[src/rtl/sata_phy_ctrl_pkg.sv]
// Shared types for the SATA PHY bring-up controller: FSM states and SStatus.DET codes.
package sata_phy_ctrl_pkg;

  typedef enum logic [2:0] {
    S_DISABLED,
    S_WAIT_PLL,
    S_START,
    S_WAIT_LINK,
    S_BACKOFF,
    S_READY,
    S_FAIL
  } state_e;

  localparam logic [3:0] DET_NONE    = 4'h0;
  localparam logic [3:0] DET_PRESENT = 4'h1;
  localparam logic [3:0] DET_PHY     = 4'h3;
  localparam logic [3:0] DET_OFFLINE = 4'h4;

endpackage

[src/rtl/sata_phy_ctrl.sv]
// PHY bring-up sequencer: pulses StartComm to the OOB engine, times out link-up with bounded
// retry/backoff, and reports link loss, hot-plug COMINIT and SStatus.DET.
module sata_phy_ctrl
  import sata_phy_ctrl_pkg::*;
#(
  parameter int unsigned C_START_LEN    = 16,
  parameter logic [23:0] C_LINK_TIMEOUT = 24'd1_500_000,
  parameter logic [23:0] C_BACKOFF      = 24'd150_000,
  parameter logic [3:0]  C_MAX_RETRY    = 4'd8
) (
  input  logic       sys_clk,
  input  logic       sys_rst_n,
  input  logic       port_enable,
  input  logic       port_reset_req,
  input  logic       plllkdet,
  input  logic       tx_sync_done,
  input  logic       link_up,
  input  logic       comm_init,
  output logic       start_comm,
  output logic       phy_rdy,
  output logic [3:0] sstatus_det,
  output logic [3:0] retry_cnt,
  output logic       link_fail,
  output logic       link_lost,
  output logic       cominit_irq
);

  localparam logic [23:0] StartLast   = 24'(C_START_LEN - 1);
  localparam logic [23:0] TimeoutLast = C_LINK_TIMEOUT - 24'd1;
  localparam logic [23:0] BackoffLast = C_BACKOFF - 24'd1;

  state_e      state_q, state_d;
  logic [23:0] timer_q, timer_d;
  logic [3:0]  retry_d;
  logic        dev_seen_q, dev_seen_d;
  logic        comm_init_q;
  logic        restart, cominit_rise;
  logic        start_comm_d, phy_rdy_d, link_fail_d, link_lost_d, cominit_irq_d;
  logic [3:0]  sstatus_det_d;

  assign restart      = port_enable & port_reset_req;
  assign cominit_rise = comm_init & ~comm_init_q;

  // comm_init_q resets high so a COMINIT already asserted out of reset is not an edge.
  always_ff @(posedge sys_clk or negedge sys_rst_n) begin
    if (!sys_rst_n) begin
      state_q     <= S_DISABLED;
      timer_q     <= '0;
      dev_seen_q  <= 1'b0;
      comm_init_q <= 1'b1;
      start_comm  <= 1'b0;
      phy_rdy     <= 1'b0;
      sstatus_det <= DET_OFFLINE;
      retry_cnt   <= '0;
      link_fail   <= 1'b0;
      link_lost   <= 1'b0;
      cominit_irq <= 1'b0;
    end else begin
      state_q     <= state_d;
      timer_q     <= timer_d;
      dev_seen_q  <= dev_seen_d;
      comm_init_q <= comm_init;
      start_comm  <= start_comm_d;
      phy_rdy     <= phy_rdy_d;
      sstatus_det <= sstatus_det_d;
      retry_cnt   <= retry_d;
      link_fail   <= link_fail_d;
      link_lost   <= link_lost_d;
      cominit_irq <= cominit_irq_d;
    end
  end

  always_comb begin
    state_d = state_q;
    if (!port_enable) begin
      state_d = S_DISABLED;
    end else if (port_reset_req) begin
      state_d = S_START;
    end else begin
      unique case (state_q)
        S_DISABLED:  state_d = S_WAIT_PLL;
        S_WAIT_PLL:  if (plllkdet && tx_sync_done) state_d = S_START;
        S_START:     if (timer_q == StartLast) state_d = S_WAIT_LINK;
        S_WAIT_LINK: begin
          if (link_up) begin
            state_d = S_READY;
          end else if (timer_q == TimeoutLast) begin
            state_d = (retry_cnt == C_MAX_RETRY) ? S_FAIL : S_BACKOFF;
          end
        end
        S_BACKOFF:   if (timer_q == BackoffLast) state_d = S_START;
        S_READY:     if (!link_up) state_d = S_BACKOFF;
        S_FAIL:      if (cominit_rise) state_d = S_START;
        default:     state_d = S_DISABLED;
      endcase
    end
  end

  always_comb begin
    // A reset request inside S_START keeps the state but must restart the pulse count.
    if ((state_d != state_q) || restart) begin
      timer_d = '0;
    end else begin
      timer_d = (&timer_q) ? timer_q : timer_q + 24'd1;
    end

    retry_d = retry_cnt;
    if ((state_d == S_DISABLED) || (state_d == S_READY) || restart) begin
      retry_d = '0;
    end else if ((state_d == S_START) && (state_q != S_START)) begin
      if (state_q == S_BACKOFF) begin
        retry_d = (&retry_cnt) ? retry_cnt : retry_cnt + 4'd1;
      end else begin
        retry_d = '0;
      end
    end

    dev_seen_d = dev_seen_q;
    if (comm_init) begin
      dev_seen_d = 1'b1;
    end else if ((state_d == S_DISABLED) || restart) begin
      dev_seen_d = 1'b0;
    end

    start_comm_d  = (state_d == S_START);
    phy_rdy_d     = (state_d == S_READY);
    link_fail_d   = (state_d == S_FAIL);
    link_lost_d   = (state_q == S_READY) && (state_d == S_BACKOFF);
    cominit_irq_d = cominit_rise && ((state_q == S_READY) || (state_q == S_FAIL));

    if (state_d == S_DISABLED) begin
      sstatus_det_d = DET_OFFLINE;
    end else if (state_d == S_READY) begin
      sstatus_det_d = DET_PHY;
    end else begin
      sstatus_det_d = dev_seen_d ? DET_PRESENT : DET_NONE;
    end
  end

endmodule

[config.mk]
export PLATFORM = sky130hd
export DESIGN_NAME = sata_phy_ctrl
export DESIGN_NICKNAME = d
export VERILOG_FILES = /design/src/rtl/sata_phy_ctrl_pkg.sv /design/src/rtl/sata_phy_ctrl.sv
export SDC_FILE = /design/constraint.sdc
export NUM_CORES = 1
export LEC_CHECK = 0
export ABC_CLOCK_PERIOD_IN_PS = 2100
export BUFFER_PORTS_ARGS = -buffer_cell sky130_fd_sc_hd__buf_2
export CAP_MARGIN = 20
export CORE_ASPECT_RATIO = 1.5
export CORE_MARGIN = 2
export CORE_UTILIZATION = 28
export CTS_CLUSTER_DIAMETER = 120
export DETAILED_ROUTE_END_ITERATION = 6
export HOLD_SLACK_MARGIN = 0.12
export PLACE_DENSITY_LB_ADDON = 0.12
export SYNTH_ARGS = -nofsm -noshare
export SYNTH_HDL_FRONTEND = slang
export SYNTH_SLANG_ARGS = --single-unit
[constraint.sdc]
create_clock -name sys_clk -period 2.1 [get_ports sys_clk]
set_input_delay 0.315 -clock sys_clk [delete_from_list [all_inputs] [get_ports sys_clk]]
set_output_delay 0.315 -clock sys_clk [all_outputs]
set_load 0.02 [all_outputs]
==> run_results.csv, run 1 <==
group,metric,value,unit
grt,grt_util_all_layers,15.3,%
drt,wl_per_cell,16.3,um
critical_path,critPathMaxFanout,7,
synthesis,syn_nets,272,
synthesis,synthesis.area,0.00261,sq mm
critical_path,required,2.31,ns
cts,cts_max_path_buffers,2,
timing,setup-violations-final,25,
die,fp.dieW,82.9,um
die,dieHeight,122,um
cts,cts_htree_levels,2,
grt,grt_pass1_vias,2372,
grt,met2_usage,30.5,%
timing,finalCriticalPeriod,2.20,ns
cts,clk_pin_slew,0.06,ns
finish,drive_above_1_share,46.0,%
grt,antenna_found_initial,0,
critical_path,cp_top_family,"simple AND/OR/NAND/NOR gates",
placed_design,port_buffers,19,
die,initial_utilization,28.5,%
synthesis,yosys.area_share.simple,34.1,%
synthesis,ys_ff_latch,41,
placed_design,place_ws,-0.196,ns
critical_path,cp.arrival,2.40,ns
grt,grtUsageMet1,15.2,%
critical_path,crit_slowest_cell,"dfrtp_2",
finish,post-route-util,41.0,%
synthesis,async_flop_share,100,%
cts,cts_tree,"built",
critical_path,path_buf_inv,2,
synthesis,synth_top_family_by_area,"simple AND/OR/NAND/NOR gates",
drt,post-route-drc-count,0,
die,core_area,0.00915,sq mm
synthesis,syn_avg_cell_area,10.0,sq um
power,ir_drop,0.274,mV
power,power_leakage,1.66,nW
synthesis,synthXorXnorAreaFrac,7.04,%
run_status,status,"finished, violations left",
run_status,violations,"setup timing",
drt,drtPass1Iterations,4,
timing,hold_violations,0,
synthesis,yosysWarnings,0,
grt,grt_overflow,0,
synthesis,ys_types,61,
grt,globalRouteMet3Util,2.08,%
grt,grt_pass1_wl,12000,um
synthesis,synth_compound_area_share,9.39,%
placed_design,dp.cells,440,
finish,nNetsFinal,360,
finish,diodes,0,
die,rows,43,
cts,clock_latency,0.29,ns
job,maxCapViolations,0,
synthesis,ys_seq_area_share,39.4,%
finish,finalNonFillerCells,462,
power,power_density,560,mW/mm^2
synthesis,synthFlopType,"dfrtp_1",
die,die_area,0.0101,sq mm
drt,drt-vias-per-instance,5.03,
synthesis,synth_mux_area_share,1.72,%
timing,rsz0062_at_grt,"true",
drt,routed_wl,7550,um
synthesis,syn_inst,261,
placed_design,place_hpwl,5770,um
drt,antenna_left,0,
critical_path,crit_chain,"nor4_4, buf_4, nand2_4, o311ai_4, o21ai_2, mux2_4, buf_12, nor3_4",
cts,root_buffer,"clkbuf_16",
timing,finalCritPeriodShare,105,%
synthesis,synth_edf_count,0,
grt,grt_start_max_net_pins,42,
cts,cts-buffers-inserted,5,
synthesis,synthAdderAreaFrac,1.44,%
timing,fmax,455,MHz
timing,setup_slack,-0.0971,ns
min_path,hold_class,"primary input to register",
cts,cts.sinks,41,
critical_path,cp-start-kind,"register",
timing,hold_ws,0.145,ns
drt,vias,2326,
timing,slew_viol_final,0,
critical_path,max_stage_delay,0.45,ns
drt,drt_iter0_drc,54,
critical_path,critPathCaptureType,"register",
finish,area_delta_synth_final,43.6,%
timing,fin_tns_setup,-1.69,ns
grt,top_usage_layer,"met2",
critical_path,path_class,"register to register",
die,ios,21,
placed_design,routabilityCongestion,0.776,
timing,skew,0.00551,ns
-- area by class of cell --
type                            count  area (sq um)
Clock inverter                      1          30.0
Timing Repair Buffer               96           771
Sequential cell                    41          1030
Clock buffer                        7           143
Multi-Input combinational cell    195          1600
Inverter                           10          37.5
Tap cell                          112           140
Fill cell                         940          5400
-- kinds of logic (layout without fill, tap and decap cells) --
group / Yosys count / in the layout
simple gates: 132 / 132
flops: 41 / 41
compound gates: 34 / 34
buf+inv: 25 / 114
xor+xnor: 21 / 21
mux: 4 / 4
fa+ha+maj: 3 / 3
other cells: 1 / 1
-- registers in the layout, summed over array words and instances, names as in the netlist, 3 cells and up --
signal       flops
timer_q         24
sstatus_det      3
retry_cnt        4
state_q          3
-- what timing repair did --
item / 4_1_cts / 5_1_grt
endpoints found under the hold margin: 39 / 0
pin swaps: 5 / 31
setup buffers: 2 / 10
endpoints found under the setup margin: 30 / 32
gates cloned: 0 / 1
hold buffers: 1 / 0
resized for setup: 12 / 32
-- placed cells by master, fill, tap and decap left out, types with 3 or more instances in the layout --
| cell type | count |
|---|---|
| mux2i_1 | 3 |
| buf_4 | 67 |
| nand2_1 | 17 |
| xnor2_1 | 6 |
| nor3_2 | 8 |
| inv_1 | 9 |
| nor4_1 | 3 |
| nor3_4 | 15 |
| and3_1 | 4 |
| o21ai_0 | 3 |
| nand4_1 | 12 |
| and2b_2 | 3 |
| dfrtp_1 | 37 |
| a21oi_1 | 5 |
| clkbuf_16 | 6 |
| nand3_1 | 20 |
| buf_2 | 19 |
| nor2_1 | 10 |
| buf_12 | 5 |
| xor2_1 | 15 |
| o211ai_1 | 3 |
| nor3_1 | 7 |
| and4_1 | 6 |
| o21ai_2 | 3 |
-- where the power goes --
| group | internal (mW) | total, mW | leakage [nW] | switching [mW] |
|---|---|---|---|---|
| clock network | 0.594 | 0.900 | 0.0841 | 0.306 |
| logic | 0.175 | 0.380 | 1.02 | 0.205 |
| registers | 0.809 | 0.820 | 0.554 | 0.0110 |
-- layer usage --
layer | share of wire, % | up-vias
met5 | 0 | -
li1 | - | 1129
met3 | 1.9 | 19
met2 | 57 | 32
met1 | 37 | 1146
met4 | 4.5 | 0
-- Yosys cell counts, types with 2 or more instances --
master | count | area share (%)
dfrtp_1 | 39 | 37
nand3_1 | 21 | 4.0
nor3_2 | 20 | 7.7
nand2_1 | 19 | 2.7
xor2_1 | 15 | 5.0
nand4_1 | 12 | 2.9
inv_1 | 10 | 1.4
nor2_1 | 10 | 1.4
nor3_1 | 10 | 1.9
a21oi_1 | 6 | 1.2
and4_1 | 6 | 2.0
xnor2_1 | 6 | 2.0
o21ai_0 | 5 | 0.96
and3_1 | 4 | 0.96
buf_6 | 4 | 1.7
clkbuf_8 | 4 | 2.1
nor4_1 | 4 | 0.96
and2b_2 | 3 | 1.0
and3_2 | 3 | 0.86
clkbuf_1 | 3 | 0.43
ha_1 | 3 | 1.4
mux2i_1 | 3 | 1.2
o211ai_1 | 3 | 0.86
a211oi_1 | 2 | 0.57
a41oi_1 | 2 | 0.67
and2_1 | 2 | 0.48
buf_4 | 2 | 0.57
dfstp_2 | 2 | 2.0
nand2b_1 | 2 | 0.48
nor2b_1 | 2 | 0.48
o2bb2ai_1 | 2 | 0.67
o31ai_1 | 2 | 0.57
or2b_2 | 2 | 0.67
-- path summary, 6_finish.rpt --
path	start	end	slack [ns]	depth (start not counted)
max	timer_q[19]	timer_q[4]	-0.1	8
max reg2reg	timer_q[19]	timer_q[4]	-0.1	8
min	comm_init	comm_init_q	0.15	1
min reg2reg	dev_seen_q	dev_seen_q	0.50	1
min in group asynchronous	sys_rst_n	retry_cnt[0]	0.53	3
max in group asynchronous	sys_rst_n	comm_init_q	1.28	3
-- through the flow --
| step | cell area [sq um] | power, mW |
|---|---|---|
| 2_1_floorplan | 2610 | 0.997 |
| 3_3_place_gp | 3250 | 1.13 |
| 3_5_place_dp | 3250 | 1.13 |
| 4_1_cts | 3490 | 2.06 |
| 5_1_grt | 3750 | 2.20 |
| 6_report | 3750 | 2.10 |
No activity file was read; power rests on OpenSTA's default activity.
==> run 2, diff against run 1 <==
CTS_BUF_LIST = sky130_fd_sc_hd__clkbuf_4   (was default)
==> run_results.csv, run 2 (synthesis gave the netlist of run 1 again) <==
group,metric,value,unit
cts,clk_pin_slew,0.13,ns
drt,antenna_left,0,
timing,hold_ws,0.311,ns
critical_path,critPathMaxFanout,6,
finish,fillCellCount,960,
critical_path,max_stage_delay,0.47,ns
timing,skew,0.0142,ns
critical_path,required,2.40,ns
die,rows,43,
timing,finalCritPeriodShare,105,%
finish,drive_above_1_share,46.2,%
cts,root_buffer,"clkbuf_4",
drt,post-route-drc-count,0,
grt,grt_pass1_vias,2375,
drt,wl_met2,4310,um
critical_path,crit_slowest_cell,"dfrtp_2",
cts,cts.sinks,41,
min_path,hold_class,"primary input to register",
placed_design,place_hpwl,5770,um
finish,regArea,0.00103,sq mm
die,die_area,0.0101,sq mm
drt,wl_met3,151,um
finish,area_delta_synth_final,39.7,%
drt,vias,2332,
die,ios,21,
placed_design,routabilityCongestion,0.776,
grt,grt_pass1_wl,12100,um
power,power_leakage,1.60,nW
timing,fin_tns_setup,-1.61,ns
timing,finalCriticalPeriod,2.20,ns
job,maxCapViolations,0,
drt,wl_met1,2750,um
drt,top_layer_used,"met4",
finish,mostFrequentLayoutCell,"buf_4",
critical_path,cp-start-kind,"register",
timing,setup_slack,-0.103,ns
finish,reg_top3,"timer_q (24), retry_cnt (4)",
grt,grt_util_all_layers,15.4,%
cts,clock_latency,0.36,ns
drt,wl_per_cell,16.5,um
placed_design,port_buffers,19,
drt,routed_wl,7560,um
timing,setup-violations-final,25,
critical_path,critPathCaptureType,"register",
die,fp.dieW,82.9,um
critical_path,path_class,"register to register",
power,power_density,469,mW/mm^2
drt,drt-vias-per-instance,5.08,
cts,cts_tree,"built",
grt,grt_overflow,0,
critical_path,crit_chain,"nor4_4, buf_4, nand2_4, o311ai_4, o21ai_2, mux2_4, clkbuf_16, nor3_4",
cts,cts_htree_levels,2,
cts,cts-buffers-inserted,5,
drt,drt_iter0_drc,50,
die,initial_utilization,28.5,%
finish,regMostFlops,"timer_q",
finish,largest_reg_flops,24,
power,ir_drop,0.271,mV
timing,hold_violations,0,
timing,slew_viol_final,0,
cts,cts_max_path_buffers,2,
timing,rsz0062_at_grt,"true",
critical_path,cp.arrival,2.50,ns
finish,layout_common_cells,"buf_4, dfrtp_1, nand3_1",
run_status,status,"finished, violations left",
timing,fmax,454,MHz
finish,nNetsFinal,356,
die,core_area,0.00915,sq mm
run_status,violations,"setup timing",
grt,grt_start_max_net_pins,42,
die,dieHeight,122,um
finish,multi_input_area,0.00161,sq mm
drt,drtPass1Iterations,4,
grt,antenna_found_initial,1,
run 2: cell count changes in the layout (fill, tap and decap cells not counted), sizes merged:
cell,previous run,this run
diode,0,1
dlygate4sd3,1,2
buf,94,89
clkbuf,8,7
clkinv,0,1
run 2: area by class of cell:
class,instances,share of cell area [%]
clock inverters,2,0.926
multi-input cells,195,44.3
flip-flops and latches,41,28.3
clock buffers,6,1.23
well taps,112,3.84
repair buffers,92,20.4
inverters,10,1.03
diodes,1,0.0686
run 2: metal layers:
layer	global-route usage, %	vias to the layer above
li1	-	1125
met3	2.29	22
met1	15.1	1144
met5	0	-
met4	7.89	0
met2	30.6	41
run 2: worst paths after layout:
check                       startpoint              to  slack (ns)  cells past startpoint
max                        timer_q[19]     timer_q[14]       -0.10                      8
min                        port_enable  sstatus_det[2]        0.31                      3
max reg2reg                timer_q[19]     timer_q[14]       -0.10                      8
min reg2reg                 dev_seen_q      dev_seen_q        0.51                      1
max in group asynchronous    sys_rst_n     comm_init_q        1.36                      3
min in group asynchronous    sys_rst_n    retry_cnt[0]        0.43                      3
run 2: worst max-delay path: cells and delay by family, from the launching register on:
| family | cells | cell delay, ns |
|---|---|---|
| simple gates | 3 | 0.52 |
| buf+inv | 2 | 0.37 |
| mux | 1 | 0.39 |
| compound gates | 2 | 0.37 |
| flops | 1 | 0.47 |
run 2: timing repair:
| action | 4_1_cts | 5_1_grt |
|---|---|---|
| endpoints found under the setup margin | 30 | 33 |
| pin swaps | 4 | 27 |
| buffers inserted | 2 | 5 |
| cloned | 0 | 1 |
| gates resized for setup | 12 | 35 |
| hold buffers | 2 | 0 |
| endpoints found under the hold margin | 40 | 0 |
run 2: power breakdown:
| group | internal, mW | switching [mW] |
|---|---|---|
| combinational | 0.162 | 0.201 |
| sequential | 0.808 | 0.0110 |
| clock | 0.261 | 0.268 |
run 2: per-stage QoR:
step	power [mW]	setup WS [ns]	util [%]	std cells	cell area, sq um
3_3_place_gp	1.13	-0.205	35.5	440	3250
3_5_place_dp	1.13	-0.196	35.5	440	3250
5_1_grt	1.81	-0.219	39.9	459	3650
2_1_floorplan	0.997	0.0286	-	261	2610
6_report	1.71	-0.103	39.9	459	3650
4_1_cts	1.69	-0.0429	37.2	452	3400
==> run 3, diff against run 2 <==
ABC_AREA = 1   (was default)
GPL_TIMING_DRIVEN = 0   (was default)
RECOVER_POWER = 25   (was default)
==> run_results.csv, run 3 <==
group,metric,value,unit
die,ios,21,
timing,worstMarginPinSlew,1.25,ns
placed_design,place_hpwl,5070,um
grt,grt_pass1_wl,11300,um
synthesis,synthTopCellsByCount,"nand2_1, nor2_1, inv_1",
cts,cts_max_path_buffers,2,
finish,largest_reg_flops,24,
power,power_frac_seq,50.9,%
run_status,violations,"setup timing",
critical_path,required,2.43,ns
die,fp.dieW,82.0,um
synthesis,yosysMostFrequentCell,"nand2_1",
synthesis,synth_top_area_share,38.2,%
grt,grt_util_all_layers,15.2,%
die,rows,42,
synthesis,syn_inst,353,
die,initial_utilization,29.0,%
cts,clock_latency,0.39,ns
timing,finalCriticalPeriod,2.11,ns
die,dieHeight,121,um
power,clkPwrFrac,28.3,%
power,p_sw_share,32.6,%
finish,reg_top3,"timer_q (24), retry_cnt (4)",
cts,cts_htree_levels,2,
synthesis,netlist.top_cell.by_area,"dfrtp_1",
timing,skew,0.0185,ns
grt,met2_usage,27.7,%
drt,post-route-drc-count,0,
timing,slew_headroom,16.4,%
drt,vias,2390,
timing,hold_violations,0,
cts,cts.sinks,41,
timing,fin_tns_setup,-0.0134,ns
power,power_density,479,mW/mm^2
grt,grtUsageMet1,16.8,%
finish,regMostFlops,"timer_q",
drt,wl_per_cell,14.0,um
finish,mostFrequentLayoutCell,"nand2_1",
synthesis,ys_seq_area_share,40.2,%
power,ir_drop,0.313,mV
grt,grt_start_max_net_pins,42,
synthesis,syn_nets,364,
drt,drt-vias-per-instance,4.56,
min_path,hold_class,"primary input to register",
finish,diodes,0,
finish,post-route-util,38.6,%
finish,area_delta_synth_final,33.4,%
cts,cts_tree,"built",
timing,rsz0062_at_grt,"true",
grt,grt_pass1_vias,2263,
synthesis,syn_avg_cell_area,7.24,sq um
drt,drt_iter0_drc,85,
synthesis,async_flop_share,100,%
timing,slew_viol_final,0,
power,internal_power,1.10,mW
synthesis,ys_types,38,
grt,grt_overflow,0,
synthesis,synthFlopType,"dfrtp_1",
grt,globalRouteMet3Util,2.83,%
synthesis,synth_area_leaders,"dfrtp_1, nand2_1, nor2_1",
placed_design,port_buffers,19,
grt,top_usage_layer,"met2",
timing,setup-violations-final,5,
timing,finalCritPeriodShare,100,%
critical_path,cp.arrival,2.44,ns
drt,antenna_left,0,
drt,routed_wl,7340,um
power,p_sw,533,uW
grt,antenna_found_initial,0,
job,maxCapViolations,0,
timing,fmax,474,MHz
run_status,status,"finished, violations left",
critical_path,cp-start-kind,"register",
placed_design,routabilityCongestion,0.909,
finish,layout_common_cells,"nand2_1, inv_1, nor2_1",
synthesis,synthesis.area,0.00256,sq mm
cts,cts-buffers-inserted,5,
drt,drtPass1Iterations,4,
cts,root_buffer,"clkbuf_4",
finish,drive_above_1_share,34.3,%
timing,setup_slack,-0.00792,ns
die,die_area,0.00993,sq mm
power,p_comb_share,20.8,%
synthesis,synth_edf_count,0,
power,power_leakage,1.65,nW
synthesis,yosysWarnings,0,
finish,nNetsFinal,424,
critical_path,path_class,"register to register",
cts,clk_pin_slew,0.16,ns
critical_path,critPathMaxFanout,7,
die,core_area,0.00883,sq mm
synthesis,ys_ff_latch,41,
critical_path,critPathCaptureType,"register",
run 3: worst paths after layout:
check                      slack (ns)           to  depth (start not counted)        start
max                            -0.008  timer_q[16]                         14   timer_q[0]
min                              0.24    link_fail                          3  port_enable
max reg2reg                    -0.008  timer_q[16]                         14   timer_q[0]
min reg2reg                      0.50   dev_seen_q                          2   dev_seen_q
max in group asynchronous        0.58  timer_q[16]                          2    sys_rst_n
min in group asynchronous        0.69  timer_q[22]                          2    sys_rst_n
run 3: through the flow:
stage / hold slack [ns] / instance area (sq um) / worst slack (ns) / power, mW / cells
2_1_floorplan: 0.0194 / 2560 / 0.328 / 0.988 / 353
3_3_place_gp: 0.432 / 2790 / -0.0514 / 1.06 / 482
3_5_place_dp: 0.431 / 2790 / -0.0553 / 1.06 / 482
4_1_cts: 0.213 / 2940 / 0.00367 / 1.57 / 495
5_1_grt: 0.234 / 3410 / -0.147 / 1.73 / 524
6_report: 0.239 / 3410 / -0.00792 / 1.63 / 524
run 3: layout make-up:
type / instances / area (sq um)
clock inverters: 3 / 25.0
repair buffers: 54 / 417
well taps: 110 / 138
multi-input cells: 251 / 1480
fillers: 936 / 5420
plain buffers: 5 / 63.8
inverters: 55 / 209
flip-flops and latches: 41 / 1040
clock buffers: 5 / 37.5
run 3: layer usage:
metal	share of wire [%]	up-vias
met5	0	-
met4	1.8	0
met3	2.2	8
met2	57	27
met1	39	1127
li1	-	1228
run 3: what timing repair did:
item | CTS | global route
gates cloned | 0 | 2
hold buffers | 2 | 0
pin swaps | 2 | 16
hold endpoints to repair | 14 | 0
buffers inserted | 3 | 27
resized for setup | 10 | 54
endpoints found under the setup margin | 25 | 28
run 3: cells by family after synthesis:
family                   synth area share, %
AND/OR/NAND/NOR                         39.4
buffers and inverters                   9.84
flip-flops                              40.2
AO/OA/AOI/OAI                           4.50
XOR/XNOR                                4.45
adder cells (fa/ha/maj)                 1.47
other                                  0.147
run 3: power by group through the flow:
stage	Clock [mW]	Sequential [mW]	Combinational, mW
after floorplan	0	0.849	0.139
after global placement	0	0.843	0.214
after detailed placement	0	0.843	0.216
after CTS	0.494	0.829	0.246
after global routing	0.524	0.835	0.371
final	0.463	0.832	0.339
run 3: critical path, cell delays in order (launching register included):
cell and delay [ns]:
dfrtp_1 0.43, ha_4 0.17, nand3_4 0.14, nor2_4 0.12, nand3_2 0.09, a21oi_2 0.17, nand2_2 0.12, nand2_4 0.12
inv_4 0.04, nand2_2 0.06, nand2_2 0.05, inv_2 0.06, nand3_4 0.16, clkbuf_16 0.22, nor2_2 0.07
